--- config.mk ---
export PLATFORM = sky130hd
export DESIGN_NAME = tx_frame_gen
export DESIGN_NICKNAME = d
export VERILOG_FILES = /design/src/rtl/tx_frame_gen.sv
export SDC_FILE = /design/constraint.sdc
export NUM_CORES = 1
export LEC_CHECK = 0
export CORE_ASPECT_RATIO = 1.75
export CORE_MARGIN = 2
export CORE_UTILIZATION = 48
export CTS_BUF_LIST = sky130_fd_sc_hd__clkbuf_8
export CTS_CLUSTER_SIZE = 24
export DETAILED_ROUTE_END_ITERATION = 8
export PLACE_DENSITY = 0.88
export REMOVE_ABC_BUFFERS = 1
export SLEW_MARGIN = 15
export SYNTH_ARGS = -nofsm -noshare
export SYNTH_HDL_FRONTEND = slang
export SYNTH_SLANG_ARGS = --single-unit
--- constraint.sdc ---
create_clock -name TX_CLK -period 2.89 [get_ports TX_CLK]
set_input_delay 0.867 -clock TX_CLK [delete_from_list [all_inputs] [get_ports TX_CLK]]
set_output_delay 0.867 -clock TX_CLK [all_outputs]
set_load 0.01 [all_outputs]
--- src/rtl/tx_frame_gen.sv ---
// MAC-client frame generator: START/ACK handshake, incrementing payload, programmable
// gap, optional underrun injection, ACK timeout and pause-frame requests.
module tx_frame_gen #(
  parameter int unsigned DATA_W      = 64,
  parameter int unsigned LEN_W       = 14,
  parameter int unsigned CNT_W       = 16,
  parameter int unsigned GAP_W       = 8,
  parameter int unsigned MIN_BYTES   = 16,
  parameter int unsigned ACK_TIMEOUT = 64
) (
  input  logic                  TX_CLK,
  input  logic                  RESET,
  input  logic                  cfg_go,
  input  logic                  cfg_stop,
  input  logic [LEN_W-1:0]      cfg_len,
  input  logic [CNT_W-1:0]      cfg_num_frames,
  input  logic [GAP_W-1:0]      cfg_gap,
  input  logic [DATA_W-1:0]     cfg_seed,
  input  logic                  cfg_urun_en,
  input  logic [LEN_W-1:0]      cfg_urun_word,
  input  logic                  pause_req,
  input  logic [15:0]           pause_quanta,
  input  logic                  TX_ACK,
  output logic                  TX_START,
  output logic [DATA_W-1:0]     TX_DATA,
  output logic [DATA_W/8-1:0]   TX_DATA_VALID,
  output logic                  TX_UNDERRUN,
  output logic [15:0]           FC_TRANS_PAUSEDATA,
  output logic                  FC_TRANS_PAUSEVAL,
  output logic                  busy,
  output logic                  done,
  output logic [CNT_W-1:0]      frames_sent,
  output logic                  ack_timeout_err
);

  localparam int unsigned BYTES  = DATA_W / 8;
  localparam int unsigned BIDX_W = $clog2(BYTES);
  localparam int unsigned TMO_W  = $clog2(ACK_TIMEOUT + 1);
  localparam int unsigned LENX_W = LEN_W + 1;

  localparam logic [2:0] S_IDLE = 3'd0;
  localparam logic [2:0] S_REQ  = 3'd1;
  localparam logic [2:0] S_DATA = 3'd2;
  localparam logic [2:0] S_GAP  = 3'd3;
  localparam logic [2:0] S_DONE = 3'd4;

  logic [2:0]        state_q, state_d;
  logic              start_q, start_d;
  logic [DATA_W-1:0] data_q, data_d;
  logic [BYTES-1:0]  valid_q, valid_d;
  logic              urun_q, urun_d;
  logic              urun0_q, urun0_d;
  logic [LEN_W-1:0]  widx_q, widx_d;
  logic [LEN_W-1:0]  words_q, words_d;
  logic [BIDX_W-1:0] rem_q, rem_d;
  logic [TMO_W-1:0]  tmo_q, tmo_d;
  logic [GAP_W-1:0]  gap_cnt_q, gap_cnt_d;
  logic [GAP_W-1:0]  gap_len_q, gap_len_d;
  logic              urun_en_q, urun_en_d;
  logic [LEN_W-1:0]  urun_word_q, urun_word_d;
  logic [CNT_W-1:0]  num_q, num_d;
  logic [CNT_W-1:0]  run_q, run_d;
  logic [CNT_W-1:0]  frames_q, frames_d;
  logic              stop_q, stop_d;
  logic              pend_q, pend_d;
  logic [15:0]       quanta_q, quanta_d;
  logic              pval_q, pval_d;
  logic [15:0]       pdata_q, pdata_d;
  logic              busy_q, busy_d;
  logic              done_q, done_d;
  logic              err_q, err_d;

  logic              start_frame, end_frame, next_word;
  logic [LEN_W-1:0]  nidx, eff_len, words_calc;
  logic [LENX_W-1:0] len_round;
  logic [BYTES-1:0]  last_mask;

  // Byte-valid mask for the final word of a frame.
  always_comb begin
    last_mask = '0;
    for (int i = 0; i < BYTES; i++) begin
      last_mask[i] = (rem_q == '0) || (BIDX_W'(i) < rem_q);
    end
  end

  always_comb begin
    state_d     = state_q;
    start_d     = 1'b0;
    data_d      = data_q;
    valid_d     = valid_q;
    urun_d      = 1'b0;
    urun0_d     = urun0_q;
    widx_d      = widx_q;
    words_d     = words_q;
    rem_d       = rem_q;
    tmo_d       = tmo_q;
    gap_cnt_d   = gap_cnt_q;
    gap_len_d   = gap_len_q;
    urun_en_d   = urun_en_q;
    urun_word_d = urun_word_q;
    num_d       = num_q;
    run_d       = run_q;
    frames_d    = frames_q;
    stop_d      = stop_q;
    pend_d      = pend_q;
    quanta_d    = quanta_q;
    pval_d      = 1'b0;
    pdata_d     = 16'd0;
    busy_d      = busy_q;
    done_d      = done_q;
    err_d       = err_q;
    start_frame = 1'b0;
    end_frame   = 1'b0;
    next_word   = 1'b0;
    nidx        = widx_q + LEN_W'(1);
    eff_len     = (cfg_len < LEN_W'(MIN_BYTES)) ? LEN_W'(MIN_BYTES) : cfg_len;
    len_round   = LENX_W'(eff_len) + LENX_W'(BYTES - 1);
    words_calc  = LEN_W'(len_round >> BIDX_W);

    if (cfg_stop && (state_q == S_REQ || state_q == S_DATA || state_q == S_GAP)) begin
      stop_d = 1'b1;
    end

    case (state_q)
      S_IDLE, S_DONE: begin
        if (cfg_go) begin
          start_frame = 1'b1;
          busy_d      = 1'b1;
          done_d      = 1'b0;
          err_d       = 1'b0;
          run_d       = '0;
          num_d       = cfg_num_frames;
          stop_d      = 1'b0;
        end
      end
      S_REQ: begin
        // An ACK on the last allowed cycle still wins over the timeout.
        if (TX_ACK) begin
          if (urun0_q) end_frame = 1'b1;
          else         next_word = 1'b1;
        end else if (tmo_q == TMO_W'(ACK_TIMEOUT)) begin
          err_d     = 1'b1;
          end_frame = 1'b1;
        end else begin
          tmo_d = tmo_q + TMO_W'(1);
        end
      end
      S_DATA: begin
        if (urun_q || widx_q == words_q - LEN_W'(1)) end_frame = 1'b1;
        else                                         next_word = 1'b1;
      end
      S_GAP: begin
        if (gap_cnt_q == gap_len_q) begin
          if (stop_q || (num_q != '0 && run_q == num_q)) begin
            state_d = S_DONE;
            busy_d  = 1'b0;
            done_d  = 1'b1;
            stop_d  = 1'b0;
          end else begin
            start_frame = 1'b1;
          end
        end else begin
          gap_cnt_d = gap_cnt_q + GAP_W'(1);
        end
      end
      default: state_d = S_IDLE;
    endcase

    if (next_word) begin
      state_d = S_DATA;
      widx_d  = nidx;
      data_d  = data_q + DATA_W'(1);
      valid_d = (nidx == words_q - LEN_W'(1)) ? last_mask : '1;
      urun_d  = urun_en_q && (urun_word_q == nidx);
      urun0_d = 1'b0;
    end

    if (end_frame) begin
      state_d   = S_GAP;
      valid_d   = '0;
      urun0_d   = 1'b0;
      gap_cnt_d = GAP_W'(1);
      frames_d  = frames_q + CNT_W'(1);
      run_d     = run_q + CNT_W'(1);
    end

    // Frame configuration is captured at every frame start.
    if (start_frame) begin
      state_d     = S_REQ;
      start_d     = 1'b1;
      data_d      = cfg_seed;
      valid_d     = '1;
      widx_d      = '0;
      tmo_d       = TMO_W'(1);
      words_d     = words_calc;
      rem_d       = eff_len[BIDX_W-1:0];
      urun_en_d   = cfg_urun_en;
      urun_word_d = cfg_urun_word;
      urun0_d     = cfg_urun_en && (cfg_urun_word == '0);
      gap_len_d   = (cfg_gap == '0) ? GAP_W'(1) : cfg_gap;
    end

    // Pause pulses only land outside REQ/DATA; a new request re-arms after the pulse.
    if (pend_q && (state_d == S_IDLE || state_d == S_GAP || state_d == S_DONE)) begin
      pval_d  = 1'b1;
      pdata_d = quanta_q;
      pend_d  = 1'b0;
    end
    if (pause_req) begin
      pend_d   = 1'b1;
      quanta_d = pause_quanta;
    end
  end

  always_ff @(posedge TX_CLK) begin
    if (RESET) begin
      state_q     <= S_IDLE;
      start_q     <= 1'b0;
      data_q      <= '0;
      valid_q     <= '0;
      urun_q      <= 1'b0;
      urun0_q     <= 1'b0;
      widx_q      <= '0;
      words_q     <= '0;
      rem_q       <= '0;
      tmo_q       <= '0;
      gap_cnt_q   <= '0;
      gap_len_q   <= '0;
      urun_en_q   <= 1'b0;
      urun_word_q <= '0;
      num_q       <= '0;
      run_q       <= '0;
      frames_q    <= '0;
      stop_q      <= 1'b0;
      pend_q      <= 1'b0;
      quanta_q    <= '0;
      pval_q      <= 1'b0;
      pdata_q     <= '0;
      busy_q      <= 1'b0;
      done_q      <= 1'b0;
      err_q       <= 1'b0;
    end else begin
      state_q     <= state_d;
      start_q     <= start_d;
      data_q      <= data_d;
      valid_q     <= valid_d;
      urun_q      <= urun_d;
      urun0_q     <= urun0_d;
      widx_q      <= widx_d;
      words_q     <= words_d;
      rem_q       <= rem_d;
      tmo_q       <= tmo_d;
      gap_cnt_q   <= gap_cnt_d;
      gap_len_q   <= gap_len_d;
      urun_en_q   <= urun_en_d;
      urun_word_q <= urun_word_d;
      num_q       <= num_d;
      run_q       <= run_d;
      frames_q    <= frames_d;
      stop_q      <= stop_d;
      pend_q      <= pend_d;
      quanta_q    <= quanta_d;
      pval_q      <= pval_d;
      pdata_q     <= pdata_d;
      busy_q      <= busy_d;
      done_q      <= done_d;
      err_q       <= err_d;
    end
  end

  // A word-0 underrun can only be qualified by the ACK itself.
  assign TX_UNDERRUN        = urun_q | (urun0_q & TX_ACK & (state_q == S_REQ));
  assign TX_START           = start_q;
  assign TX_DATA            = data_q;
  assign TX_DATA_VALID      = valid_q;
  assign FC_TRANS_PAUSEVAL  = pval_q;
  assign FC_TRANS_PAUSEDATA = pdata_q;
  assign busy               = busy_q;
  assign done               = done_q;
  assign frames_sent        = frames_q;
  assign ack_timeout_err    = err_q;

endmodule

==> results of run 1 <==
-- what timing repair did --
action                     in CTS  in global routing
setup buffers                  13                 11
setup endpoints to repair     147                150
resized for setup             112                101
gates cloned                    4                  3
pin swaps                      40                 65
-- critical path: cells and delay by family (launching register included) --
kind,cells,cell delay (ps)
AND/OR/NAND/NOR,6,1970
buffers and inverters,1,200
flip-flops,1,480
AO/OA/AOI/OAI,1,440
XOR/XNOR,1,110
-- cell usage in the layout (no fill, tap or decap), types with 40 or more instances in the layout --
cell and n:
clkbuf_8 40, buf_4 127, dfxtp_1 226, nand3_1 62
xor2_1 58, nor2_1 101, a31oi_1 44, nand2_1 171
o21ai_0 44, a21oi_1 70, clkdlybuf4s50_1 246, xnor2_1 95
-- power by group --
part | switching, mW | leakage (nW) | internal, mW
clock | 1.30 | 0.381 | 1.35
sequential | 0.198 | 1.89 | 3.37
combinational | 0.926 | 3.84 | 0.963
total | 2.42 | 6.11 | 5.68
-- synthesized netlist by cell type, types with 9 or more instances --
| library cell | instances | share of area |
|---|---|---|
| a211oi_1 | 25 | 0.016 |
| a21oi_1 | 84 | 0.035 |
| a31oi_1 | 45 | 0.024 |
| and2_1 | 23 | 0.012 |
| and3_1 | 21 | 0.011 |
| and4_1 | 16 | 0.012 |
| buf_1 | 11 | 0.0035 |
| buf_2 | 9 | 0.0038 |
| clkbuf_1 | 72 | 0.023 |
| dfxtp_1 | 231 | 0.39 |
| inv_1 | 26 | 0.0082 |
| mux2i_1 | 19 | 0.016 |
| nand2_1 | 175 | 0.055 |
| nand3_1 | 68 | 0.029 |
| nand4_1 | 29 | 0.015 |
| nor2_1 | 111 | 0.035 |
| nor3_1 | 18 | 0.0076 |
| nor4_1 | 23 | 0.012 |
| o2111ai_1 | 15 | 0.011 |
| o21ai_0 | 54 | 0.023 |
| o21ai_1 | 41 | 0.017 |
| o31ai_1 | 15 | 0.0095 |
| or2_2 | 9 | 0.0047 |
| or3_1 | 31 | 0.016 |
| or4_1 | 19 | 0.012 |
| xnor2_1 | 106 | 0.078 |
| xor2_1 | 59 | 0.043 |
-- through the flow --
stage	TNS (ps)	total power [mW]	area, um2
final	-24900	8.10	17400
after global routing	-39140	8.41	17400
after CTS	-21830	8.02	16800
after detailed placement	-45060	5.31	15600
after global placement	-38910	5.27	15600
after floorplan	-484600	4.35	11500
-- worst max-delay path by stage --
stage                   startpoint         endpoint  slack (ps)  depth (start not counted)
finish              frames_sent[3]  frames_sent[15]        -440                          9
global route        frames_sent[2]  frames_sent[15]        -570                          9
CTS                     words_q[0]      TX_DATA[11]        -290                         10
detailed placement      words_q[0]      TX_DATA[12]        -460                         12
global placement        words_q[0]      TX_DATA[12]        -390                         12
floorplan                   cfg_go       TX_DATA[0]       -4540                          4
-- final cells by class --
class	instances	area, um2
tap	312	390
clock inverter	18	103
sequential	231	4630
fill	1755	7140
clock buffer	40	551
inverter	26	97.6
timing repair buffer	415	4040
multi-input combinational	1099	7580
-- layer usage --
| layer | global-route usage | wire, um | vias to the layer above |
|---|---|---|---|
| met2 | 0.553 | 22300 | 664 |
| met4 | 0.196 | 2920 | 4 |
| li1 | - | - | 5912 |
| met1 | 0.286 | 14000 | 6107 |
| met5 | 0 | 27 | - |
| met3 | 0.0644 | 3310 | 215 |
-- cells by family (layout without fill, tap and decap cells) --
group	count (synthesis)	count (layout)	synth area share
adders and majority gates	8	8	0.00842
buffers and inverters	126	499	0.0446
DFF	231	231	0.389
muxes	21	21	0.0179
AOI/OAI and AO/OA	331	332	0.175
xor gates and xnor gates	165	165	0.122
and+or+nand+nor	572	573	0.243
-- state kept, by name (all words and copies together) (netlist names), 3 cells and up --
signal / count
TX_DATA_VALID: 8
quanta_q: 16
gap_cnt_q: 8
FC_TRANS_PAUSEDATA: 16
gap_len_q: 8
urun_word_q: 14
words_q: 12
num_q: 16
TX_DATA: 64
widx_q: 14
state_q: 3
frames_sent: 16
tmo_q: 7
rem_q: 3
run_q: 16
==> impl_metrics.yaml, run 1 <==
outcome:
  status: "finished with violations"
  violations: "setup timing"
die:
  die_h_um: 212
  pin_count: 249
  core.rowCount: 76
  core_area_um2: 24500
  initial_core_util: 0.485
  die_w_um: 123
  die_area_um2: 26100
cells_and_area:
  nNetsFinal: 1954
  utilization: 0.709
  area_delta_synth_final_pct: 46.3
  final_cells: 2141
  num_antenna_cells: 0
  drive_above_1_share: 0.195
worst_setup_path:
  crit_path_frequent_cell: "nor2_1"
  worstPathMaxFanout: 4
  critPathKind: "reg2reg"
  crit_arrival_ps: 3750
  end_kind: "flop"
  setup.worst_path.start_class: "flop"
  reg2reg_depth: 9
  path_cells: "nand3_1, nor2_1, and3_1, and4_1, nand4_1, a2111oi_4, buf_4, xnor2_2, nor2_1"
  r2r_slack_ps: -440
  crit_slowest_cell: "dfxtp_1"
  worstReg2RegEnd: "frames_sent[15]"
  worst_ep_required_time_ps: 3310
  r2r_start: "frames_sent[3]"
  cp_slowest_stage_delay_ps: 480
global_routing:
  grt_start_max_net_pins: 122
  grt-ovfl-total: 0
  first_global_vias: 12700
  grt_use_total: 0.297
  grt_pass1_wl_mm: 62.1
  antenna_found_initial: 2
yosys:
  avgSynthCellArea_um2: 8.18
  synthFlopType: "dfxtp_1"
  syn_area_um2: 11900
  synthCells: 1454
  synth.distinct_cells: 71
  yosysWarnings: 0
  seq_area_frac_synth: 0.389
  synthArstFlopShare: 0
  synth_edf_count: 0
  ys_seq_elements: 231
sta:
  setup_viol: 142
  max_slew_margin: 0.227
  worstMarginPinSlew_ps: 1160
  hold_violations: 0
  period_needed_ps: 3330
  timing.hold.ws_ps: 460
  final.period_utilization: 1.15
  rsz0062_at_grt: "yes"
  setup_slack_ps: -441
  report.final.slew_viol_count: 0
  finalClockSkew_ps: 27.0
  fmax_ghz: 0.300
detailed_routing:
  drtAntennaViolNets: 0
  drt_wl_total_mm: 42.5
  drt_iter0_drc: 1070
  vias_per_cell: 6.03
  drcViolationCount: 0
  wl_per_cell_um: 19.8
  drtPass1Iterations: 8
  vias: 12900
clock_network:
  clk_latency_ps: 560
  htree_levels: 2
  cts-root-buf: "clkbuf_8"
  clk_path_buf_depth: 3
  cts_tree: "built"
  numCtsBuffers: 34
  clk_pin_slew_worst_paths_ps: 70
  holdBufCountCts: 0
  clock_sinks: 231
worst_hold_path:
  min_from: "quanta_q[2]"
  holdCritPathClass: "reg2reg"
  whs_path_depth: 1
  hold_end: "FC_TRANS_PAUSEDATA[2]"
placed_design:
  place_congestion: 0.938
  dp_slack_ps: -464
  dpl.hpwl_mm: 27.4
  dpl.cell_count: 2061
  port-buffer-count: 248
flow_run:
  max_cap_violations: 0
pwr:
  ir_drop_uv: 336
  power.density_nw_per_um2: 466
  cellLeakagePower_nw: 6.11
No activity file was read; power rests on OpenSTA's default activity.
==> inputs of run 2 (changes only) <==
Settings changed: CORE_ASPECT_RATIO 1.75 to default, CORE_UTILIZATION 48 to 53, PLACE_DENSITY 0.88 to 0.91.
Clock period 2.89 ns to 3.4 ns, I/O delays scaled along.
==> run 2 against run 1 <==
The flow now finishes without violations. Cell count is 6.0% lower. Hold slack lost 5.8 ps. Largest power group unchanged. Clock-buffer cell count increased by 7.
==> impl_metrics.yaml, run 2 (synthesis results as in run 1) <==
outcome:
  status: "complete, no violations"
worst_setup_path:
  worst_ep_required_time_ps: 3810
  end_kind: "flop"
  setup.worst_path.start_class: "flop"
  crit_arrival_ps: 3650
  critPathKind: "reg2reg"
  worstPathMaxFanout: 16
global_routing:
  antenna_found_initial: 1
  grt_use_total: 0.287
  first_global_vias: 11900
  grt_pass1_wl_mm: 57.2
  grt-ovfl-total: 0
  grt_start_max_net_pins: 74
placed_design:
  dpl.hpwl_mm: 24.9
  port-buffer-count: 248
  place_congestion: 0.931
  dp_slack_ps: -105
cells_and_area:
  nFillCells: 1587
  multi_input_area_um2: 6850
  layout_commonest_cell: "clkdlybuf4s50_1"
  drive_above_1_share: 0.0935
  area_delta_synth_final_pct: 32.3
  nNetsFinal: 1860
  regArea_um2: 4630
  layout_common_cells: "clkdlybuf4s50_1 (246), dfxtp_1 (230), nand2_1 (175)"
  num_antenna_cells: 0
  utilization: 0.719
  largest_reg_flops: 64
die:
  initial_core_util: 0.543
  pin_count: 249
  die_h_um: 154
  core.rowCount: 54
  die_w_um: 154
  die_area_um2: 23700
  core_area_um2: 21900
sta:
  final.period_utilization: 0.953
  setup_slack_ps: 161
  fmax_ghz: 0.309
  setup_viol: 0
  worstMarginPinSlew_ps: 783
  timing.hold.ws_ps: 455
  period_needed_ps: 3240
  rsz0062_at_grt: "no"
  report.final.slew_viol_count: 0
  max_slew_margin: 0.476
  hold_violations: 0
  finalClockSkew_ps: 41.1
clock_network:
  clk_path_buf_depth: 3
  cts-root-buf: "clkbuf_8"
  clock_sinks: 231
  clk_latency_ps: 560
  htree_levels: 2
  numCtsBuffers: 40
  clk_pin_slew_worst_paths_ps: 60
  holdBufCountCts: 0
  cts_tree: "built"
detailed_routing:
  drtAntennaViolNets: 0
  vias_per_cell: 5.96
  wl_per_cell_um: 17.4
  drtPass1Iterations: 6
  vias: 12000
  drcViolationCount: 0
  drt_iter0_drc: 932
  drt_wl_total_mm: 35.0
pwr:
  ir_drop_uv: 281
  cellLeakagePower_nw: 5.51
  finalPower_mw: 6.75
  power.density_nw_per_um2: 429
flow_run:
  max_cap_violations: 0
worst_hold_path:
  holdCritPathClass: "reg2reg"
==> run 2: cell count changes in the layout (fill, tap and decap cells not counted), sizes merged <==
cell | before | now
clkinv | 4 | 3
buf | 166 | 70
bufinv | 1 | 0
clkbuf | 43 | 47
o311a | 2 | 1
clkinvlp | 1 | 0
dlygate4sd2 | 0 | 1
and2 | 24 | 23
==> run 2: cell type report <==
cell class                      count  area share
Clock buffer                       47      0.0411
Timing Repair Buffer              317       0.195
Clock inverter                     15     0.00549
Sequential cell                   231       0.294
Inverter                           26     0.00620
Tap cell                          280      0.0223
Multi-Input combinational cell   1097       0.435
==> run 2: what timing repair did <==
item / 4_1_cts / 5_1_grt
endpoints found under the setup margin: 19 / 73
hold endpoints to repair: 0 / 0
buffers inserted: 0 / 2
gates resized for setup: 7 / 18
pin swaps: 0 / 5
==> run 2: final timing paths <==
check | from | endpoint | slack [ps] | cells after the start
worst max-delay path | words_q[0] | frames_sent[15] | 160 | 9
worst min-delay path | quanta_q[1] | FC_TRANS_PAUSEDATA[1] | 450 | 1
worst max register to register | words_q[0] | frames_sent[15] | 160 | 9
worst min register to register | quanta_q[1] | FC_TRANS_PAUSEDATA[1] | 450 | 1
==> run 2: critical path, stage by stage, from the launching register on <==
cell and delay (ps):
dfxtp_2 330, or4_4 610, or4_1 520, o311ai_0 110, o21ai_1 220, nand4bb_1 260
buf_4 230, a2111oi_0 560, xnor2_1 190, nor2_1 50
==> run 2: report_power, final <==
part	total, mW	internal, mW	switching [mW]
registers	3.04	2.87	0.168
clock network	2.38	1.25	1.12
logic	1.34	0.672	0.670
==> run 2: metal layers <==
layer  GRT usage  vias to the layer above  part of all wire
li1            -                     5732                 -
met1       0.348                     5622              0.40
met2       0.499                      522              0.49
met3      0.0510                      122             0.067
met4       0.128                        2             0.043
met5           0                        -           0.00034
==> run 2: metrics by stage <==
step / TNS [ps] / cells / instance area, um2
finish: 0 / 2013 / 15700
CTS: 0 / 2011 / 15600
floorplan: -419050 / 1354 / 11500
global placement: -198 / 1949 / 14900
detailed placement: -552 / 1949 / 14900
global route: 0 / 2013 / 15700
